**src/rtl/dmem_arbiter.sv**
```systemverilog
// dmem_arbiter: shares the single 256x8 data-memory port between
// the core (A) and the init/dump loader (B), one access per grant.
module dmem_arbiter #(
    parameter int AW       = 8,
    parameter int DW       = 8,
    parameter int LOCK_MAX = 16
) (
    input  logic          CLK,
    input  logic          RESET,
    input  logic          a_req,
    input  logic          a_we,
    input  logic [AW-1:0] a_addr,
    input  logic [DW-1:0] a_wdata,
    output logic          a_ack,
    output logic [DW-1:0] a_rdata,
    input  logic          b_req,
    input  logic          b_we,
    input  logic [AW-1:0] b_addr,
    input  logic [DW-1:0] b_wdata,
    output logic          b_ack,
    output logic [DW-1:0] b_rdata,
    input  logic          b_lock,
    output logic [AW-1:0] mem_addr,
    output logic [DW-1:0] mem_wdata,
    output logic          mem_we,
    input  logic [DW-1:0] mem_rdata,
    output logic          owner
);

    typedef enum logic [1:0] {
        IDLE   = 2'd0,
        ACCESS = 2'd1,
        RESP   = 2'd2
    } state_e;

    localparam logic [7:0] LockMax = 8'(LOCK_MAX);

    state_e        state_q, state_d;
    logic          cmd_we_q, cmd_we_d;
    logic [AW-1:0] cmd_addr_q, cmd_addr_d;
    logic [DW-1:0] cmd_wdata_q, cmd_wdata_d;
    logic          owner_q, owner_d;
    logic          last_q, last_d;
    logic [7:0]    lock_q, lock_d;
    logic [DW-1:0] a_rdata_q, a_rdata_d;
    logic [DW-1:0] b_rdata_q, b_rdata_d;

    logic in_resp;
    logic a_v, b_v;
    logic lock_win;
    logic grant, win_b;

    // Arbitration: mask the owner's own held request in RESP, round-robin
    // on contention, and let a locked B keep the port up to LOCK_MAX times.
    always_comb begin
        in_resp  = (state_q == RESP);
        a_v      = a_req & ~(in_resp & ~owner_q);
        b_v      = b_req & ~(in_resp & owner_q);
        lock_win = last_q & b_lock & b_req & (lock_q < LockMax);
        grant    = 1'b0;
        win_b    = 1'b0;
        if (lock_win) begin
            grant = 1'b1;
            win_b = 1'b1;
        end else if (a_v && b_v) begin
            grant = 1'b1;
            win_b = ~last_q;
        end else if (a_v) begin
            grant = 1'b1;
            win_b = 1'b0;
        end else if (b_v) begin
            grant = 1'b1;
            win_b = 1'b1;
        end
    end

    // Next-state and register updates for the IDLE/ACCESS/RESP sequencer.
    always_comb begin
        state_d     = state_q;
        cmd_we_d    = cmd_we_q;
        cmd_addr_d  = cmd_addr_q;
        cmd_wdata_d = cmd_wdata_q;
        owner_d     = owner_q;
        last_d      = last_q;
        lock_d      = lock_q;
        a_rdata_d   = a_rdata_q;
        b_rdata_d   = b_rdata_q;
        unique case (state_q)
            IDLE, RESP: begin
                if (grant) begin
                    state_d     = ACCESS;
                    owner_d     = win_b;
                    last_d      = win_b;
                    cmd_we_d    = win_b ? b_we    : a_we;
                    cmd_addr_d  = win_b ? b_addr  : a_addr;
                    cmd_wdata_d = win_b ? b_wdata : a_wdata;
                end else begin
                    state_d = IDLE;
                end
                if (grant && !win_b) begin
                    lock_d = 8'd0;
                end else if (!b_lock) begin
                    lock_d = 8'd0;
                end else if (grant && win_b && (lock_q < LockMax)) begin
                    lock_d = lock_q + 8'd1;
                end
            end
            ACCESS: begin
                state_d = RESP;
                if (!cmd_we_q) begin
                    if (owner_q) b_rdata_d = mem_rdata;
                    else         a_rdata_d = mem_rdata;
                end
            end
            default: state_d = IDLE;
        endcase
    end

    // State registers with synchronous reset; last owner starts as B so
    // that A wins the first contended arbitration.
    always_ff @(posedge CLK) begin
        if (RESET) begin
            state_q     <= IDLE;
            cmd_we_q    <= 1'b0;
            cmd_addr_q  <= '0;
            cmd_wdata_q <= '0;
            owner_q     <= 1'b0;
            last_q      <= 1'b1;
            lock_q      <= 8'd0;
            a_rdata_q   <= '0;
            b_rdata_q   <= '0;
        end else begin
            state_q     <= state_d;
            cmd_we_q    <= cmd_we_d;
            cmd_addr_q  <= cmd_addr_d;
            cmd_wdata_q <= cmd_wdata_d;
            owner_q     <= owner_d;
            last_q      <= last_d;
            lock_q      <= lock_d;
            a_rdata_q   <= a_rdata_d;
            b_rdata_q   <= b_rdata_d;
        end
    end

    // The write strobe is gated by RESET so a reset landing in ACCESS
    // never commits the pending write.
    assign mem_we    = (state_q == ACCESS) & cmd_we_q & ~RESET;
    assign mem_addr  = cmd_addr_q;
    assign mem_wdata = cmd_wdata_q;
    assign a_ack     = (state_q == RESP) & ~owner_q;
    assign b_ack     = (state_q == RESP) & owner_q;
    assign a_rdata   = a_rdata_q;
    assign b_rdata   = b_rdata_q;
    assign owner     = owner_q;

endmodule

```
**config.mk**
```make
export PLATFORM = sky130hd
export DESIGN_NAME = dmem_arbiter
export DESIGN_NICKNAME = d
export VERILOG_FILES = /design/src/rtl/dmem_arbiter.sv
export SDC_FILE = /design/constraint.sdc
export NUM_CORES = 1
export LEC_CHECK = 0
export CAP_MARGIN = 10
export CORE_ASPECT_RATIO = 0.7
export CORE_MARGIN = 1
export CORE_UTILIZATION = 38
export CTS_CLUSTER_DIAMETER = 80
export DETAILED_ROUTE_END_ITERATION = 16
export GPL_ROUTABILITY_DRIVEN = 0
export MAX_ROUTING_LAYER = met4
export PLACE_DENSITY = 0.85
export SYNTH_ARGS = -nofsm -noshare
export SYNTH_HDL_FRONTEND = slang
export SYNTH_SLANG_ARGS = --single-unit
```
**constraint.sdc**
```tcl
create_clock -name CLK -period 1.6 [get_ports CLK]
set_clock_uncertainty 0.1 [all_clocks]
set_input_delay 0.24 -clock CLK [delete_from_list [all_inputs] [get_ports CLK]]
set_output_delay 0.24 -clock CLK [all_outputs]
set_load 0.005 [all_outputs]
```
==> results of run 1 <==
## kinds of logic after synthesis
| family | synth area share |
|---|---|
| AOI/OAI and AO/OA | 0.178 |
| adders and majority gates | 0.00641 |
| buffers and inverters | 0.0346 |
| DFF | 0.462 |
| muxes | 0.128 |
| and+or+nand+nor | 0.191 |
## state kept, by name, summed over array words and instances, names as in the netlist
register   flops
mem_wdata      8
b_rdata        8
a_rdata        8
cmd_we_q       1
state_q        2
mem_addr       8
last_q         1
lock_q         8
owner          1
## metal layers
metal,vias to the layer above,track usage,part of all wire
met4,0,0.0726,0.011
met3,7,0.0608,0.079
met1,944,0.259,0.42
met5,-,-,0
met2,81,0.388,0.49
li1,972,-,-
## final timing paths
check | endpoint | slack [ps] | cells after the start
worst max-delay path | mem_addr[0] | -370 | 7
worst min-delay path | state_q[1] | 70 | 2
worst max register to register | mem_addr[0] | -370 | 7
worst min register to register | a_rdata[0] | 370 | 2
## power groups by stage
stage	combinational (W)	clock (W)	sequential, W
detailed placement	0.000707	0	0.00128
floorplan	0.000305	0	0.00129
global route	0.000951	0.000789	0.00127
global placement	0.000689	0	0.00128
finish	0.000887	0.000735	0.00126
CTS	0.000825	0.000751	0.00125
## worst max-delay path, cell delays in order (launching register included)
cell and delay, ps:
dfxtp_2 350, nor4_4 340, buf_4 180, nand3_1 70
a21o_1 200, buf_12 170, mux2i_2 180, a211oi_2 290
## stage by stage
| stage | hold WS, ps | cell area, sq um |
|---|---|---|
| after global routing | 50.3 | 3480 |
| after detailed placement | 347 | 3100 |
| final | 65.9 | 3480 |
| after floorplan | 276 | 2040 |
| after global placement | 341 | 3100 |
| after CTS | 54.1 | 3380 |
## cells in the final DEF (no fill, tap or decap), drive strengths merged, types with 4 or more instances in the layout
cell,n
clkdlybuf4s50,76
nand2,17
mux2i,25
and2,4
a21oi,10
buf,45
nand2b,7
o311ai,4
inv,5
dfxtp,45
nor2,32
a211oi,17
clkbuf,5
## final cells by class
cell class,instances,area [sq um],share of cell area
inverter,3,11.3,0.00323
multi-input combinational,145,1140,0.328
tap,69,86.3,0.0248
clock inverter,3,23.8,0.00682
clock buffer,5,68.8,0.0197
timing repair buffer,123,1240,0.355
sequential,45,915,0.262
## timing repair
action	4_1_cts	5_1_grt
pin swaps	6	12
setup endpoints to repair	31	39
buffers inserted	10	6
hold buffers	0	0
cloned	2	0
resized for setup	34	21
==> results.cfg, run 1 <==
[pwr]
seqPwrFrac = 0.437
power.internal_w = 0.00205
power.total_w = 0.00288
ir_drop_mv = 0.506
clock_power_share = 0.255
power_frac_comb = 0.308
switchingPower_w = 0.000828
power_switching_share = 0.288
leakage_nw = 1.37
p_per_area_nw_per_um2 = 826

[synthesis]
async_flop_share = 0
syn-instance-count = 204
synth_top_area_share = 0.462
ys_seq_area_frac = 0.462
synth.cell_area_sq_um = 1950
synth_edf_count = 0
yosys_warnings = 0
yosys.area.top_type = dfxtp_1
synth-seq-cells = 45
synth_commonest_cells = dfxtp_1, nor2_1, mux2i_1
synth_most_common_cell = dfxtp_1
synth.distinct_cells = 41
synthTopCellsByArea = dfxtp_1, mux2i_1, a211oi_1, nor2_1, nand2_1
syn_nets = 252
ys.flop_type = dfxtp_1
syn_avg_cell_area_sq_um = 9.56

[routing]
dr.pass1.iters = 4
drt_first_iter_violations = 69
wl_per_cell_um = 15.0
vias = 2004
wl_um = 5900
drc_errors = 0
via_per_inst = 5.10
final_antenna_net_count = 0

[global_routing]
grt_pass1_wl_um = 8910
grt_pass1_vias = 1934
grt_max_degree = 48
grt_overflow_total = 0
grtUsageTotal = 0.225
antenna_found_initial = 0

[critical_path]
cp-startpoint = lock_q[4]
start_kind = flip-flop
critPathMaxFanout = 17
r2r_start = lock_q[4]
critical_path_required_ps = 1710
critical_path_class = flip-flop to flip-flop
arrival_ps = 2080
crit_path_end_kind = flip-flop

[clocking]
path_clk_slew_ps = 90
clockBufferDepth = 2
cts_tree = done
clkLatencyLatePin_ps = 310
cts.sinks = 45
clockRootBuffer = clkbuf_8
h-tree-depth = 2
numCtsBuffers = 5

[run]
maxCapViolations = 0

[sta]
finalSetupTns_ps = -6360
rsz0062_at_grt = yes
tightestPinTransition_ps = 368
post-route-period-util = 1.23
maxSlewHeadroom = 0.752
slew_violations = 0
max_clock_freq_mhz = 508
layout_min_cycle_time_ps = 1970
finalSetupViolCount = 33
setup_ws_ps = -367
hold_viol = 0

[cells_and_area]
diodes = 0
layout-drive-gt1-share = 0.290
areaGrowthSynthToFinish_pct = 78.6
finish.net_count = 371
n_fill_cell = 371
fin_util = 0.717
finalNonFillerCells = 393

[floorplanning]
ios = 83
rows = 21
fp.dieH_um = 61.9
die-area_sq_um = 5430
die_w_um = 87.6
initial_utilization = 0.401
core_sq_um = 4860

[min_path]
hold_path.class = input pin to flip-flop
hp-start = RESET

[place]
dp_cells = 369
place_hpwl_um = 3820
dp_slack_ps = -488
portBuffers = 82

[outcome]
status = finished with violations
violations = setup timing
No activity file was read; power rests on OpenSTA's default activity.
==> run 2: changes to the inputs <==
--- a/config.mk
+++ b/config.mk
@@ -6,9 +6,11 @@
 export NUM_CORES = 1
 export LEC_CHECK = 0
 export CAP_MARGIN = 10
+export CELL_PAD_IN_SITES_DETAIL_PLACEMENT = 0
+export CELL_PAD_IN_SITES_GLOBAL_PLACEMENT = 2
 export CORE_ASPECT_RATIO = 0.7
 export CORE_MARGIN = 1
-export CORE_UTILIZATION = 38
+export CORE_UTILIZATION = 22
 export CTS_CLUSTER_DIAMETER = 80
 export DETAILED_ROUTE_END_ITERATION = 16
 export GPL_ROUTABILITY_DRIVEN = 0
==> results.cfg, run 2 (synthesis results as in run 1) <==
[routing]
drt_first_iter_violations = 48
vias = 1880
via_per_inst = 4.26
wl_um = 5680
wl_per_cell_um = 12.9
drc_errors = 0
final_antenna_net_count = 0
dr.pass1.iters = 4

[clocking]
clockBufferDepth = 2
numCtsBuffers = 5
h-tree-depth = 2
cts.sinks = 45
path_clk_slew_ps = 60
cts_hold_buf = 0
clockRootBuffer = clkbuf_16
clkLatencyLatePin_ps = 280
cts_tree = done

[pwr]
leakage_nw = 1.46
power.total_w = 0.00347
ir_drop_mv = 0.375
p_per_area_nw_per_um2 = 935

[global_routing]
grt_pass1_wl_um = 8710
grt_max_degree = 48
grtUsageTotal = 0.127
grt_pass1_vias = 1826
grt_overflow_total = 0
antenna_found_initial = 0

[critical_path]
critical_path_required_ps = 1670
arrival_ps = 1960
crit_path_end_kind = flip-flop
critical_path_class = flip-flop to flip-flop
critPathMaxFanout = 5
start_kind = flip-flop

[place]
portBuffers = 82
dpl_cell_area_sq_um = 3160
place_hpwl_um = 3790

[floorplanning]
fp.dieH_um = 80.8
rows = 28
die-area_sq_um = 9250
ios = 83
core_sq_um = 8510
die_w_um = 115
initial_utilization = 0.229

[cells_and_area]
layout-drive-gt1-share = 0.308
mostFrequentLayoutCell = clkdlybuf4s50_1
mostFrequentLayoutCells = clkdlybuf4s50_1, dfxtp_1, mux2i_1
diodes = 0
finish.net_count = 368
stdcell_area_sq_um = 3710
areaGrowthSynthToFinish_pct = 90.3

[sta]
setup_ws_ps = -287
post-route-period-util = 1.18
rsz0062_at_grt = yes
layout_min_cycle_time_ps = 1890
maxSlewHeadroom = 0.713
tightestPinTransition_ps = 424
finalSetupViolCount = 28
slew_violations = 0
max_clock_freq_mhz = 530
hold_ws_ps = 109
hold_viol = 0

[outcome]
status = finished with violations
violations = setup timing

[min_path]
hold_path.class = input pin to flip-flop

[run]
maxCapViolations = 0
run 2: cell types whose count changed in the layout (fill, tap and decap cells not counted), sizes merged:
cell,change
buf,-7
clkbuf,+3
clkdlybuf4s50,-1
dlygate4sd2,+2
inv,-2
bufinv,+2
run 2: worst max-delay path: stages, from the launching register on:
cell	delay, ps
dfxtp_4	360
or4bb_4	540
o311ai_4	110
buf_4	180
buf_6	100
o211ai_4	110
o32ai_1	280
run 2: per-layer routing:
metal / GRT usage / part of all wire / vias up
met5: - / 0 / -
met4: 0.0351 / 0.0070 / 0
met3: 0.0418 / 0.060 / 5
met2: 0.197 / 0.45 / 45
met1: 0.159 / 0.49 / 865
li1: - / - / 965
run 2: worst paths after layout:
path | startpoint | endpoint | slack (ps) | cells after the start
setup / recovery | owner | lock_q[4] | -290 | 6
hold / removal | RESET | state_q[1] | 110 | 2
setup reg to reg | owner | lock_q[4] | -290 | 6
hold reg to reg | a_rdata[7] | a_rdata[7] | 360 | 2
run 2: where the power goes:
group	leakage, nW	switching, W	internal [W]
logic	0.993	0.000352	0.000530
registers	0.372	0.0000587	0.00120
clock network	0.0938	0.000433	0.000892
run 2: metrics by stage:
stage	setup WS (ps)	instances	TNS [ps]	utilization
after floorplan	-108	204	-1600	-
final	-287	441	-5420	0.436
after detailed placement	-575	420	-13230	0.371
after CTS	-227	434	-5050	0.411
after global routing	-360	441	-7310	0.436
after global placement	-504	420	-12080	0.371
run 2: area by class of cell:
type                            instances  area (sq um)
Clock buffer                            5           125
Clock inverter                          3          65.1
Fill cell                             853          4800
Inverter                                3          11.3
Multi-Input combinational cell        145          1220
Sequential cell                        45           915
Tap cell                              120           150
Timing Repair Buffer                  120          1230
run 2: what timing repair did:
| item | CTS | global route |
|---|---|---|
| gates cloned | 1 | 2 |
| setup endpoints to repair | 32 | 46 |
| setup buffers | 5 | 5 |
| gates resized for setup | 26 | 33 |
| pin swaps | 12 | 20 |
==> run 3: changes to the inputs <==
--- a/config.mk
+++ b/config.mk
@@ -14,6 +14,7 @@
 export CTS_CLUSTER_DIAMETER = 80
 export DETAILED_ROUTE_END_ITERATION = 16
 export GPL_ROUTABILITY_DRIVEN = 0
+export HOLD_SLACK_MARGIN = 0.08
 export MAX_ROUTING_LAYER = met4
 export PLACE_DENSITY = 0.85
 export SYNTH_ARGS = -nofsm -noshare
==> results.cfg, run 3 (synthesis results as in run 1) <==
[cells_and_area]
ff_latch_area_sq_um = 915
n_fill_cell = 856
multi_input_area_sq_um = 1210
mostFrequentLayoutCells = clkdlybuf4s50_1, dfxtp_1, mux2i_1
stdcell_area_sq_um = 3710
finish.net_count = 369
areaGrowthSynthToFinish_pct = 90.4
mostFrequentLayoutCell = clkdlybuf4s50_1
diodes = 0
layout-drive-gt1-share = 0.301

[critical_path]
critical_path_class = flip-flop to flip-flop
crit_path_end_kind = flip-flop
start_kind = flip-flop
critPathMaxFanout = 5
arrival_ps = 1960
critical_path_required_ps = 1680

[routing]
drt_first_iter_violations = 43
final_antenna_net_count = 0
wl_um = 5680
wl_per_cell_um = 12.8
vias = 1888
via_per_inst = 4.27
drc_errors = 0
dr.pass1.iters = 4

[sta]
finalSetupViolCount = 28
tightestPinTransition_ps = 423
slew_violations = 0
maxSlewHeadroom = 0.714
hold_viol = 0
max_clock_freq_mhz = 531
layout_min_cycle_time_ps = 1880
finalSetupTns_ps = -5420
post-route-period-util = 1.18
rsz0062_at_grt = yes
setup_ws_ps = -282

[pwr]
p_per_area_nw_per_um2 = 933
leakage_nw = 1.46
ir_drop_mv = 0.374

[place]
portBuffers = 82
place_hpwl_um = 3790
dpl_cell_area_sq_um = 3160

[floorplanning]
fp.dieH_um = 80.8
ios = 83
die_w_um = 115
initial_utilization = 0.229
die-area_sq_um = 9250
rows = 28
core_sq_um = 8510

[clocking]
clockBufferDepth = 2
numCtsBuffers = 5
clockRootBuffer = clkbuf_16
cts.sinks = 45
h-tree-depth = 2
cts_tree = done
path_clk_slew_ps = 60
clkLatencyLatePin_ps = 280

[global_routing]
grt_max_degree = 48
grt_pass1_wl_um = 8730
grt_pass1_vias = 1834
grt_overflow_total = 0
antenna_found_initial = 0
grtUsageTotal = 0.127

[outcome]
violations = setup timing
status = finished with violations

[min_path]
hold_path.class = flip-flop to flip-flop

[run]
maxCapViolations = 0
## run 3: changes by cell type in the layout (fill, tap and decap cells not counted)
cell | before | now
nor2_1 | 21 | 22
nor2_2 | 8 | 7
a211oi_1 | 3 | 4
dlygate4sd3_1 | 0 | 1
a211oi_2 | 14 | 13
## run 3: final cells by class
class / count / share of cell area
multi-input cells: 145 / 0.326
clock inverters: 3 / 0.0175
flip-flops and latches: 45 / 0.246
inverters: 3 / 0.00303
repair buffers: 121 / 0.333
clock buffers: 5 / 0.0337
well taps: 120 / 0.0404
## run 3: worst paths after layout
path,from,end,slack [ps],cells after the start
setup / recovery,owner,lock_q[4],-280,6
hold / removal,a_rdata[7],a_rdata[7],360,2
setup reg to reg,owner,lock_q[4],-280,6
hold reg to reg,a_rdata[7],a_rdata[7],360,2
## run 3: what timing repair did
| action | in CTS | in global routing |
|---|---|---|
| buffers inserted | 5 | 5 |
| gates cloned | 1 | 2 |
| hold buffers | 1 | 0 |
| hold endpoints to repair | 1 | 0 |
| resized for setup | 26 | 31 |
| pin swaps | 12 | 21 |
| setup endpoints to repair | 32 | 46 |
## run 3: metrics by stage
stage,std cells,total power [W],hold slack (ps),util,setup WS (ps)
global placement,420,0.00198,343,0.371,-504
floorplan,204,0.00159,276,-,-108
CTS,435,0.00342,334,0.412,-227
global route,442,0.00364,376,0.436,-360
finish,442,0.00347,357,0.436,-282
detailed placement,420,0.00199,350,0.371,-575
## run 3: critical path, cell delays in order (launching register included)
cell and delay [ps]:
dfxtp_4 360, or4bb_4 540, o311ai_4 110, buf_4 180, buf_6 100, o211ai_4 110, o32ai_1 280
## run 3: power breakdown
part	switching (W)	total, W	leakage, nW	internal (W)
combinational	0.000350	0.000880	0.999	0.000530
sequential	0.0000584	0.00126	0.372	0.00120
clock	0.000433	0.00132	0.0938	0.000892
total	0.000841	0.00347	1.46	0.00262
## run 3: per-layer routing
layer  wire length, um  GRT usage  vias up
met2              2520      0.197       45
met3               336     0.0418        5
li1                  -          -      970
met5                 0          -        -
met4                40     0.0351        0
met1              2780      0.159      868
